$ cat config.mk
export PLATFORM = sky130hd
export DESIGN_NAME = sic_lane_dispatcher
export DESIGN_NICKNAME = d
export VERILOG_FILES = /design/src/rtl/sic_lane_dispatcher_pkg.sv /design/src/rtl/sic_pkt_fifo.sv /design/src/rtl/sic_lane_dispatcher.sv
export SDC_FILE = /design/constraint.sdc
export NUM_CORES = 1
export LEC_CHECK = 0
export BUFFER_PORTS_ARGS = -buffer_cell sky130_fd_sc_hd__buf_4
export CAP_MARGIN = 20
export CORE_AREA = 2 2 166 152
export CTS_BUF_LIST = sky130_fd_sc_hd__clkbuf_8
export DETAILED_ROUTE_END_ITERATION = 8
export DIE_AREA = 0 0 168 154
export SETUP_SLACK_MARGIN = 0.05
export SLEW_MARGIN = 20
export SYNTH_ARGS = -nofsm -noshare
export SYNTH_HDL_FRONTEND = slang
export SYNTH_HIERARCHICAL = 1
export SYNTH_SLANG_ARGS = --single-unit
$ cat constraint.sdc
create_clock -name clk -period 5.3 [get_ports clk]
set_input_delay 0.795 -clock clk [delete_from_list [all_inputs] [get_ports clk]]
set_output_delay 0.795 -clock clk [all_outputs]
set_load 0.01 [all_outputs]
$ cat src/rtl/sic_lane_dispatcher_pkg.sv
// Shared types for the SIC lane dispatcher.
//   sic_info_t       : decoded control flags carried with an issued packet
//   sic_packet_t     : issued packet (valid strobe, flags, physical regs, tag)
//   sic_kind_t       : execution class of a packet (ALU / MEM / SIMPLE)
//   sic_fifo_entry_t : queued packet together with its precomputed class
//   sic_classify()   : packet -> class, shared with other SIC front ends
package sic_lane_dispatcher_pkg;

  // The packet layout fixes the physical register width for every user.
  localparam int SIC_NUM_PHY_REGS = 64;
  localparam int SIC_PR_W         = $clog2(SIC_NUM_PHY_REGS);

  typedef enum logic [1:0] {
    KIND_ALU    = 2'd0,
    KIND_MEM    = 2'd1,
    KIND_SIMPLE = 2'd2
  } sic_kind_t;

  typedef struct packed {
    logic read_rs;
    logic read_rt;
    logic write_gpr;
    logic mem_read;
    logic mem_write;
    logic use_alu;
    logic write_ecr;
  } sic_info_t;

  typedef struct packed {
    logic                valid;
    sic_info_t           info;
    logic [SIC_PR_W-1:0] phy_rs;
    logic [SIC_PR_W-1:0] phy_rt;
    logic [SIC_PR_W-1:0] phy_dst;
    logic [7:0]          rob_tag;
  } sic_packet_t;

  typedef struct packed {
    sic_packet_t pkt;
    sic_kind_t   kind;
  } sic_fifo_entry_t;

  // Memory access dominates; otherwise anything touching the ALU or the
  // ECR needs an ALU lane; everything else can go to a simple lane.
  function automatic sic_kind_t sic_classify(input sic_packet_t p);
    sic_kind_t k;
    if (p.info.mem_read || p.info.mem_write) begin
      k = KIND_MEM;
    end else if (p.info.use_alu || p.info.write_ecr) begin
      k = KIND_ALU;
    end else begin
      k = KIND_SIMPLE;
    end
    return k;
  endfunction

endpackage

$ cat src/rtl/sic_pkt_fifo.sv
// In-order packet queue for the SIC lane dispatcher.
//   clk, rst_n : clock, asynchronous active-low reset
//   push       : write push_data at the tail (caller guarantees not full)
//   push_data  : packet plus its class
//   pop        : drop the head entry (caller guarantees not empty)
//   flush      : empty the queue; overrides push and pop
//   head       : entry at the head, meaningful only when empty = 0
//   count      : number of queued entries (0..DEPTH)
//   empty      : count == 0
module sic_pkt_fifo
  import sic_lane_dispatcher_pkg::*;
#(
  parameter int DEPTH = 4,
  localparam int AW = $clog2(DEPTH),
  localparam int CW = AW + 1
) (
  input  logic            clk,
  input  logic            rst_n,
  input  logic            push,
  input  sic_fifo_entry_t push_data,
  input  logic            pop,
  input  logic            flush,
  output sic_fifo_entry_t head,
  output logic [CW-1:0]   count,
  output logic            empty
);

  sic_fifo_entry_t mem [DEPTH];
  logic [AW-1:0]   wr_ptr;
  logic [AW-1:0]   rd_ptr;
  logic            do_push;
  logic            do_pop;

  assign do_push = push && !flush;
  assign do_pop  = pop && !flush;
  assign head    = mem[rd_ptr];
  assign empty   = (count == '0);

  // Storage needs no reset: an entry is only observed after it was written.
  always_ff @(posedge clk) begin
    if (do_push) begin
      mem[wr_ptr] <= push_data;
    end
  end

  // DEPTH is a power of two, so the pointers wrap by plain overflow.
  always_ff @(posedge clk or negedge rst_n) begin
    if (!rst_n) begin
      wr_ptr <= '0;
      rd_ptr <= '0;
      count  <= '0;
    end else if (flush) begin
      wr_ptr <= '0;
      rd_ptr <= '0;
      count  <= '0;
    end else begin
      if (do_push) begin
        wr_ptr <= wr_ptr + AW'(1);
      end
      if (do_pop) begin
        rd_ptr <= rd_ptr + AW'(1);
      end
      case ({do_push, do_pop})
        2'b10:   count <= count + CW'(1);
        2'b01:   count <= count - CW'(1);
        default: count <= count;
      endcase
    end
  end

endmodule

$ cat src/rtl/sic_lane_dispatcher.sv
// SIC lane dispatcher: queues issued packets in order, classifies them and
// hands the head packet to the lowest-index idle lane able to execute it.
// While a lane is busy, its packet's physical registers are advertised.
//   clk, rst_n    : clock, asynchronous active-low reset
//   req_instr     : queue has room this cycle
//   packet_in     : packet from the Issue Controller (valid = push request)
//   flush         : drop every queued, undispatched packet
//   lane_idle     : per-lane "waiting for an instruction"
//   lane_pkt      : per-lane dispatched packet, valid is a one-cycle strobe
//   adv_rs_addr   : per-lane advertised rs physical register (0 if none)
//   adv_rt_addr   : per-lane advertised rt physical register (0 if none)
//   adv_waddr     : per-lane advertised destination register (0 if none)
//   occupancy     : number of queued packets
//   overflow_err  : sticky, a valid packet arrived while req_instr was 0
//
// Handshakes: the issue side transfers a packet on a cycle where
// packet_in.valid && req_instr && !flush; a valid without req_instr is lost
// and flagged. The lane side has no back-pressure: a lane is offered a
// packet only while lane_idle is high, and lane_pkt.valid means it was taken.
//
// NUM_PHY_REGS must match SIC_NUM_PHY_REGS, which fixes the packet layout.
module sic_lane_dispatcher
  import sic_lane_dispatcher_pkg::*;
#(
  parameter int                     NUM_LANES    = 3,
  parameter int                     DEPTH        = 4,
  parameter int                     NUM_PHY_REGS = 64,
  parameter logic [NUM_LANES*3-1:0] LANE_CAPS    = 9'h111,
  localparam int PR_W = $clog2(NUM_PHY_REGS),
  localparam int CW   = $clog2(DEPTH) + 1
) (
  input  logic                 clk,
  input  logic                 rst_n,
  output logic                 req_instr,
  input  sic_packet_t          packet_in,
  input  logic                 flush,
  input  logic [NUM_LANES-1:0] lane_idle,
  output sic_packet_t          lane_pkt    [NUM_LANES],
  output logic [PR_W-1:0]      adv_rs_addr [NUM_LANES],
  output logic [PR_W-1:0]      adv_rt_addr [NUM_LANES],
  output logic [PR_W-1:0]      adv_waddr   [NUM_LANES],
  output logic [CW-1:0]        occupancy,
  output logic                 overflow_err
);

  localparam logic [CW-1:0] DEPTH_C = CW'(DEPTH);

  sic_fifo_entry_t        push_data;
  sic_fifo_entry_t        head;
  logic                   push;
  logic                   pop;
  logic                   empty;
  logic [CW-1:0]          count;
  logic [NUM_LANES-1:0]   guard;
  logic [NUM_LANES-1:0]   cap_hit;
  logic [NUM_LANES-1:0]   eligible;
  logic [NUM_LANES-1:0]   pick;
  logic [NUM_LANES-1:0]   dispatch;
  sic_packet_t            disp_pkt;

  assign req_instr = (count != DEPTH_C);
  assign occupancy = count;
  assign push      = packet_in.valid && req_instr && !flush;

  always_comb begin
    push_data.pkt  = packet_in;
    push_data.kind = sic_classify(packet_in);
  end

  sic_pkt_fifo #(
    .DEPTH (DEPTH)
  ) u_fifo (
    .clk       (clk),
    .rst_n     (rst_n),
    .push      (push),
    .push_data (push_data),
    .pop       (pop),
    .flush     (flush),
    .head      (head),
    .count     (count),
    .empty     (empty)
  );

  // guard masks a lane for the cycle after it was dispatched to, because
  // the lane only lowers lane_idle one cycle after taking the packet.
  for (genvar g = 0; g < NUM_LANES; g++) begin : g_elig
    assign cap_hit[g] = ((head.kind == KIND_ALU)    && LANE_CAPS[g*3])   ||
                        ((head.kind == KIND_MEM)    && LANE_CAPS[g*3+1]) ||
                        ((head.kind == KIND_SIMPLE) && LANE_CAPS[g*3+2]);
    assign eligible[g] = lane_idle[g] && !guard[g] && cap_hit[g];
  end

  // x & -x isolates the lowest set bit: the lowest-index eligible lane.
  assign pick     = eligible & (~eligible + NUM_LANES'(1));
  assign dispatch = (!empty && !flush) ? pick : '0;
  assign pop      = |dispatch;

  always_comb begin
    disp_pkt       = head.pkt;
    disp_pkt.valid = 1'b1;
  end

  always_ff @(posedge clk or negedge rst_n) begin
    if (!rst_n) begin
      guard        <= '0;
      overflow_err <= 1'b0;
    end else begin
      guard <= dispatch;
      if (packet_in.valid && !req_instr) begin
        overflow_err <= 1'b1;
      end
    end
  end

  for (genvar g = 0; g < NUM_LANES; g++) begin : g_lane
    sic_packet_t hold_q;
    sic_packet_t adv_src;
    logic        active;

    always_ff @(posedge clk or negedge rst_n) begin
      if (!rst_n) begin
        hold_q <= '0;
      end else if (dispatch[g]) begin
        hold_q <= head.pkt;
      end
    end

    // In the dispatch cycle the lane has not latched anything yet, so the
    // head itself is advertised; afterwards the held copy takes over.
    assign adv_src = dispatch[g] ? head.pkt : hold_q;
    assign active  = dispatch[g] || guard[g] || !lane_idle[g];

    assign lane_pkt[g]    = dispatch[g] ? disp_pkt : '0;
    assign adv_rs_addr[g] = (active && adv_src.info.read_rs)   ? adv_src.phy_rs  : '0;
    assign adv_rt_addr[g] = (active && adv_src.info.read_rt)   ? adv_src.phy_rt  : '0;
    assign adv_waddr[g]   = (active && adv_src.info.write_gpr) ? adv_src.phy_dst : '0;
  end

endmodule

# Word-level counts from Yosys, hierarchy flattened

Memories as Yosys holds them, arrays and structs flattened.
Cells that the tools add are included.

Reduce and logical (&&, ||, !) cells: 44
Eq/ne operators: 5
Bitwise operators: 2
$add $sub $neg: 5
Multiplexer cells: 26

Operators by type and width:

| kind                                                                  | number |
|---|---|
| 34-bit 2-to-1 mux                                                     | 3 |
| 33-bit 2-to-1 mux                                                     | 3 |
| 6-bit 2-to-1 mux                                                      | 9 |
| 1-bit logical AND                                                     | 21 |
| 2-bit 2-to-1 mux                                                      | 6 |
| 1-bit logical NOT                                                     | 9 |
| 1-bit logical OR                                                      | 8 |
| 3-bit by 1-bit adder with 3-bit output, second input constant         | 2 |
| 3-bit 2-to-1 mux                                                      | 2 |
| 3-bit case mux with 2 select lines                                    | 1 |
| 2-bit by 1-bit adder with 2-bit output, second input constant         | 2 |
| 2-bit by 1-bit equality test with 1-bit output, second input constant | 2 |
| 2-bit equality test, second input constant                            | 2 |
| 2-bit nonzero test                                                    | 2 |
| 3-bit bitwise AND                                                     | 1 |
| 3-bit logical NOT                                                     | 1 |
| 3-bit inequality test, second input constant                          | 1 |
| 3-bit NOT                                                             | 1 |
| 3-bit nonzero test                                                    | 1 |
| 3-bit OR reduction                                                    | 1 |
| 3-bit by 1-bit subtractor with 3-bit output, second input constant    | 1 |
| 2-bit logical NOT                                                     | 1 |
| 1-bit 2-to-1 mux                                                      | 2 |

Output and inout bits: 161
Register bits: 110
Word-level logic and storage cells: 121
Input port bits: 40
RAM bits: 144
Memories: 1

Memory list:

| name       | depth | width | read ports | clocked after memory_dff | write ports | line               | RTL |
|---|---|---|---|---|---|---|---|
| u_fifo.mem | 4     | 36    | 1          | 0                        | 1           | sic_pkt_fifo.sv:28 | `sic_fifo_entry_t mem [DEPTH];` |

# Longest topological paths before layout

Gate-level depths: netlist of the first run.

Depth in word-level cells: 12
Mapped depth: 13
Depth with buffers taken out: 9

# Hierarchy

Netlist of the first run, hierarchy kept.

Modules (own cells, without submodules):

| module              | area an instance (µm²) | times used | cells an instance | sequential area each (µm²) |
|---|---|---|---|---|
| sic_pkt_fifo        | 5642.9                 | 1          | 230               | 4499.3 |
| sic_lane_dispatcher | 3911.3                 | 1          | 348               | 1676.6 |

# Worst setup path after synthesis of the first run

OpenSTA, ideal clock, no wires.

Path type: register -> register
Start point: register u_fifo.rd_ptr[0]
End point: register u_fifo.count[1]
Buffers on the path: 3
Arrival time: 2.894 ns
Data required time: 5.170 ns
Stages on the path, launching flop included: 12
Slack: 2.275 ns
Period minus slack after synthesis: 3.025 ns
Library setup time: 0.130 ns
Path through: dfrtp_1 buf_6 mux4_2 nand2b_1 nor4_1 buf_2 buf_4 or3_1 nor3b_1 fa_1 mux2i_1 nor2_1

RTL lines:

| item                   | line               | RTL |
|---|---|---|
| start, declared        | sic_pkt_fifo.sv:30 | `logic [AW-1:0] rd_ptr;` |
| start signal, assigned | sic_pkt_fifo.sv:61 | `rd_ptr <= rd_ptr + AW'(1);` |
| end signal, assigned   | sic_pkt_fifo.sv:64 | `2'b10: count <= count + CW'(1);` |
| end signal, assigned   | sic_pkt_fifo.sv:65 | `2'b01: count <= count - CW'(1);` |
| end signal, assigned   | sic_pkt_fifo.sv:66 | `default: count <= count;` |
| end, declared          | sic_pkt_fifo.sv:24 | `output logic [CW-1:0] count,` |

==> results of run 1 <==
==> metrics by stage <==
stage	cell area [µm²]	hold WS [ps]
global route	11800	442
CTS	11800	435
global placement	11100	455
floorplan	9410	449
finish	11800	435
detailed placement	11100	466
==> sequential cells by signal, indices dropped and copies added (netlist names) <==
register / flops
g_lane.hold_q: 63
guard: 3
u_fifo/rd_ptr: 2
overflow_err: 1
u_fifo/count: 3
u_fifo/mem: 140
u_fifo/wr_ptr: 2
==> per-layer routing <==
| layer | part of all wire | GRT usage | vias up |
|---|---|---|---|
| met1 | 0.44 | 0.237 | 2925 |
| met4 | 0.010 | 0.0418 | 0 |
| met3 | 0.072 | 0.0461 | 22 |
| met2 | 0.48 | 0.287 | 202 |
| met5 | 0 | 0 | - |
| li1 | - | - | 2595 |
==> power breakdown <==
group          internal, mW  leakage, nW  switching [mW]
registers              2.03         2.22           0.127
logic                 0.353         2.17           0.310
clock network         0.679        0.392           0.616
total                  3.06         4.78            1.05
==> cell usage in the layout (no fill, tap or decap), drive strengths merged, types with 2 or more instances in the layout <==
| cell type | count |
|---|---|
| nor3b | 4 |
| a32o | 54 |
| nor3 | 5 |
| ha | 4 |
| edfxtp | 140 |
| mux2 | 63 |
| dfrtp | 74 |
| clkbuf | 39 |
| nand2b | 4 |
| nor2 | 7 |
| mux4 | 35 |
| clkinv | 5 |
| xnor2 | 3 |
| and2 | 113 |
| or3 | 2 |
| buf | 209 |
| xor2 | 2 |
| mux2i | 2 |
| inv | 23 |
==> worst min-delay path by stage <==
stage	endpoint	from
after floorplan	g_lane[1].hold_q[32]	g_lane[1].hold_q[32]
after global placement	overflow_err	overflow_err
after detailed placement	overflow_err	overflow_err
after CTS	u_fifo/mem[2][11]	packet_in[9]
after global routing	u_fifo/mem[3][11]	packet_in[9]
final	g_lane[0].hold_q[23]	rst_n
==> area by class of cell <==
| cell class | count | area (µm²) | area share |
|---|---|---|---|
| Sequential cell | 214 | 6060 | 0.515 |
| Inverter | 4 | 15.0 | 0.00128 |
| Antenna cell | 1 | 2.50 | 0.000213 |
| Clock inverter | 24 | 104 | 0.00883 |
| Multi-Input combinational cell | 306 | 3080 | 0.262 |
| Clock buffer | 39 | 537 | 0.0456 |
| Timing Repair Buffer | 209 | 1580 | 0.134 |
| Tap cell | 308 | 385 | 0.0328 |
==> impl_metrics.tcl, run 1 <==
set metrics [dict create \
    status "complete, no violations" \
    area_growth_pct 24.9 \
    ff2ff_setup_slack_ps 1420 \
    crit_top_cell "buf_4" \
    nets 817 \
    fin_skew_ps 17.4 \
    gp_congestion 0.726 \
    place_ws_ps 1410 \
    firstDrtPassIters 4 \
    grt-ovfl-total 0 \
    wirelength_um 23000 \
    drive_above_1_share 0.431 \
    clk_latency_ps 520 \
    ir_worst_vdd_mv 0.125 \
    rr_startpoint "u_fifo/rd_ptr[0]" \
    start_util 0.392 \
    cp_max_fo 76 \
    portBuffers 200 \
    required_ps 4510 \
    p_per_area_nw_per_um2 350 \
    antenna_found_initial 0 \
    hold_buffers 0 \
    avgSynthCellArea_um2 16.4 \
    grt_pass1_wl_um 35000 \
    htree_levels 2 \
    core_um2 24000 \
    setup.worst_path.end_class "output port" \
    vias 5744 \
    worst_slew_pin_slew_ps 1010 \
    ys_warn_count 6 \
    syn_nets 618 \
    grt_start_max_net_pins 76 \
    clk_pin_slew_ps 60 \
    die_h_um 154 \
    p_leak_nw 4.78 \
    cp.depth 7 \
    cts_setup_buffers 0 \
    avgRoutedWirePerCell_um 20.8 \
    track_usage 0.176 \
    crit_end "adv_waddr[5]" \
    die_area_um2 25900 \
    critPathLaunch "u_fifo/rd_ptr[0]" \
    worst_setup_path_start_kind "register" \
    post_drt_via_cell_ratio 5.20 \
    rr_endpoint "u_fifo/count[1]" \
    rr_worst_depth 10 \
    grt_pass1_vias 5974 \
    fin_crit_ps 4290 \
    path_cells "buf_4 > mux4_2 > nand2b_1 > nor4_2 > buf_12 > a32o_1 > buf_4" \
    hold_class "in -> async" \
    slowest_stage "dfrtp_2" \
    boundaryPins 201 \
    ant_nets 0 \
    final_cell_count_no_fill 1105 \
    ctsResizeCount 0 \
    drc 0 \
    relSlewSlack 0.325 \
    tns_ps 0 \
    clockRootBuffer "clkbuf_8" \
    rsz0062_at_grt "false" \
    setup_viol 0 \
    hpwl_um 14800 \
    max_clock_freq_ghz 0.233 \
    clockBufferDepth 3 \
    cpPeakStageDelay_ps 640 \
    cts.sinks 214 \
    fillers 2060 \
    dp.cells 1041 \
    fp.dieW_um 168 \
    layout_setup_ws_ps 1010 \
    criticalPathCategory "reg -> out" \
    finalHoldViolations 0 \
    cts_made_buffers 37 \
    arrival_ps 3490 \
    syn-instance-count 573 \
    cap_violations 0 \
    crit_family "buffers and inverters" \
    final_core_util 0.490 \
    drtIter0Drc 361 \
    tritoncts "yes" \
    p_total_mw 4.12 \
    fin_crit_sh 0.809 \
    rows 54 \
    crit_buf_inv 3 \
    synth_area_um2 9410 \
    slew_viol_final 0 \
]
No activity file was read; power rests on OpenSTA's default activity.
==> inputs of run 2 (changes only) <==
- ABC_AREA: not set -> 1
- CORE_AREA: 2 2 166 152 -> 2 2 169 155
- DIE_AREA: 0 0 168 154 -> 0 0 171 157
- clock period: 5.3 -> 3.6 ns (I/O delays scaled with it)
==> impl_metrics.tcl, run 2 <==
set metrics [dict create \
    status "complete, no violations" \
    post_drt_via_cell_ratio 4.68 \
    boundaryPins 201 \
    fin_crit_ps 3330 \
    grt_pass1_vias 7023 \
    worst_setup_path_start_kind "register" \
    start_util 0.392 \
    max_clock_freq_ghz 0.301 \
    die_h_um 157 \
    final_core_util 0.492 \
    clk_latency_ps 520 \
    avgSynthCellArea_um2 10.1 \
    hpwl_um 17400 \
    slowest_stage "dfrtp_2" \
    track_usage 0.192 \
    firstDrtPassIters 5 \
    fin_skew_ps 25.0 \
    ys_warn_count 6 \
    p_per_area_nw_per_um2 571 \
    hold_class "in -> async" \
    portBuffers 200 \
    drt-met1-wl_um 12200 \
    antennaDiodeCount 0 \
    fin_crit_sh 0.924 \
    grt_pass1_wl_um 39500 \
    cts.sinks 214 \
    p_total_mw 7.00 \
    fp.dieW_um 171 \
    rows 55 \
    crit_family "simple AND/OR/NAND/NOR gates" \
    clockBufferDepth 3 \
    drc 0 \
    htree_levels 2 \
    slew_viol_final 0 \
    finalHoldViolations 0 \
    route.met3.wl_um 1810 \
    worst_hold_slack_ps 101 \
    largest-register "u_fifo/mem" \
    drtIter0Drc 487 \
    worst_slew_pin_slew_ps 792 \
    cpPeakStageDelay_ps 480 \
    fillers 2385 \
    topRoutingLayerUsed "met4" \
    vias 7269 \
    cts_setup_buffers 0 \
    clockRootBuffer "clkbuf_8" \
    rsz0062_at_grt "true" \
    largestRegisters "u_fifo/mem (140), g_lane.hold_q (63)" \
    grt-ovfl-total 0 \
    area_growth_pct 25.5 \
    layout_common_cells "216 x buf_4, 180 x inv_1, 163 x nor2_1" \
    clk_pin_slew_ps 60 \
    cp_max_fo 33 \
    syn-instance-count 970 \
    cap_violations 0 \
    final_common_cell "buf_4" \
    required_ps 3060 \
    die_area_um2 26800 \
    grt_start_max_net_pins 60 \
    antenna_found_initial 0 \
    drive_above_1_share 0.301 \
    multi_input_area_um2 2780 \
    setup_viol 0 \
    tritoncts "yes" \
    regArea_um2 6060 \
    wirelength_um 25900 \
    largest_reg_flops 140 \
    cts_made_buffers 37 \
    core_um2 24900 \
    nets 1231 \
    dr_wl_met2_um 11400 \
    avgRoutedWirePerCell_um 16.7 \
    tns_ps 0 \
    setup.worst_path.end_class "output port" \
    relSlewSlack 0.472 \
    criticalPathCategory "reg -> out" \
    path_cells "buf_8 > o21ai_0 > o22ai_2 > inv_1 > nand2_1 > nor2_1 > buf_4 > nand3_1 > nand2_1 > nand2_2 > nor2_1 > buf_4" \
    ant_nets 0 \
    arrival_ps 2790 \
    ir_worst_vdd_mv 0.185 \
    p_leak_nw 6.02 \
    gp_congestion 0.841 \
    synth_area_um2 9760 \
    crit_buf_inv 4 \
    syn_nets 1015 \
]
## run 2: final timing paths
check	from	end	slack, ps	depth (start not counted)
setup / recovery	u_fifo/rd_ptr[0]	adv_waddr[0]	270	12
hold / removal	rst_n	g_lane[1].hold_q[18]	100	1
setup reg to reg	u_fifo/rd_ptr[0]	u_fifo/count[2]	720	17
hold reg to reg	g_lane[2].hold_q[18]	g_lane[2].hold_q[18]	470	2
max in group asynchronous	rst_n	g_lane[2].hold_q[24]	2720	2
min in group clk	packet_in[11]	u_fifo/mem[3][13]	230	1
## run 2: per-stage QoR
stage / area [µm²] / setup slack [ps] / cells
after detailed placement: 11600 / 578 / 1489
after floorplan: 9760 / 561 / 970
final: 12300 / 274 / 1552
after CTS: 12200 / 80.8 / 1552
after global routing: 12300 / 22.1 / 1552
after global placement: 11600 / 653 / 1489
## run 2: report_power, final
part	total [mW]	leakage [nW]	switching, mW	internal (mW)
Combinational	1.91	3.48	1.21	0.702
Clock	1.96	0.378	0.942	1.02
Sequential	3.13	2.17	0.124	3.01
Total	7.00	6.02	2.27	4.73
## run 2: timing repair
item,4_1_cts,5_1_grt
setup endpoints to repair,8,53
endpoints found under the hold margin,0,0
resized for setup,1,10
hold buffers,0,0
## run 2: final cells by class
cell class                 count  share of cell area
sequential                   214               0.494
multi-input combinational    542               0.227
timing repair buffer         221               0.138
inverter                     170              0.0533
clock buffer                  40              0.0449
tap                          342              0.0349
clock inverter                23             0.00755
## run 2: routing by layer
layer	vias up	track usage
met5	-	0
met4	0	0.0484
met3	33	0.0432
met2	233	0.298
met1	3468	0.274
li1	3535	-
## run 2: worst register-to-register path: stages (launching register included)
cell     delay [ps]
dfrtp_2         470
buf_8           250
o21ai_0         150
o22ai_2         230
nor2_1           90
nand3_2          90
buf_4           290
nand3_1         220
nand2_1         110
nor2_1           70
fa_1            430
inv_1            90
nand2_1          50
nand2_1          70
nand2_1          40
nand2_1          50
nand2_1          40
nand2_1          50
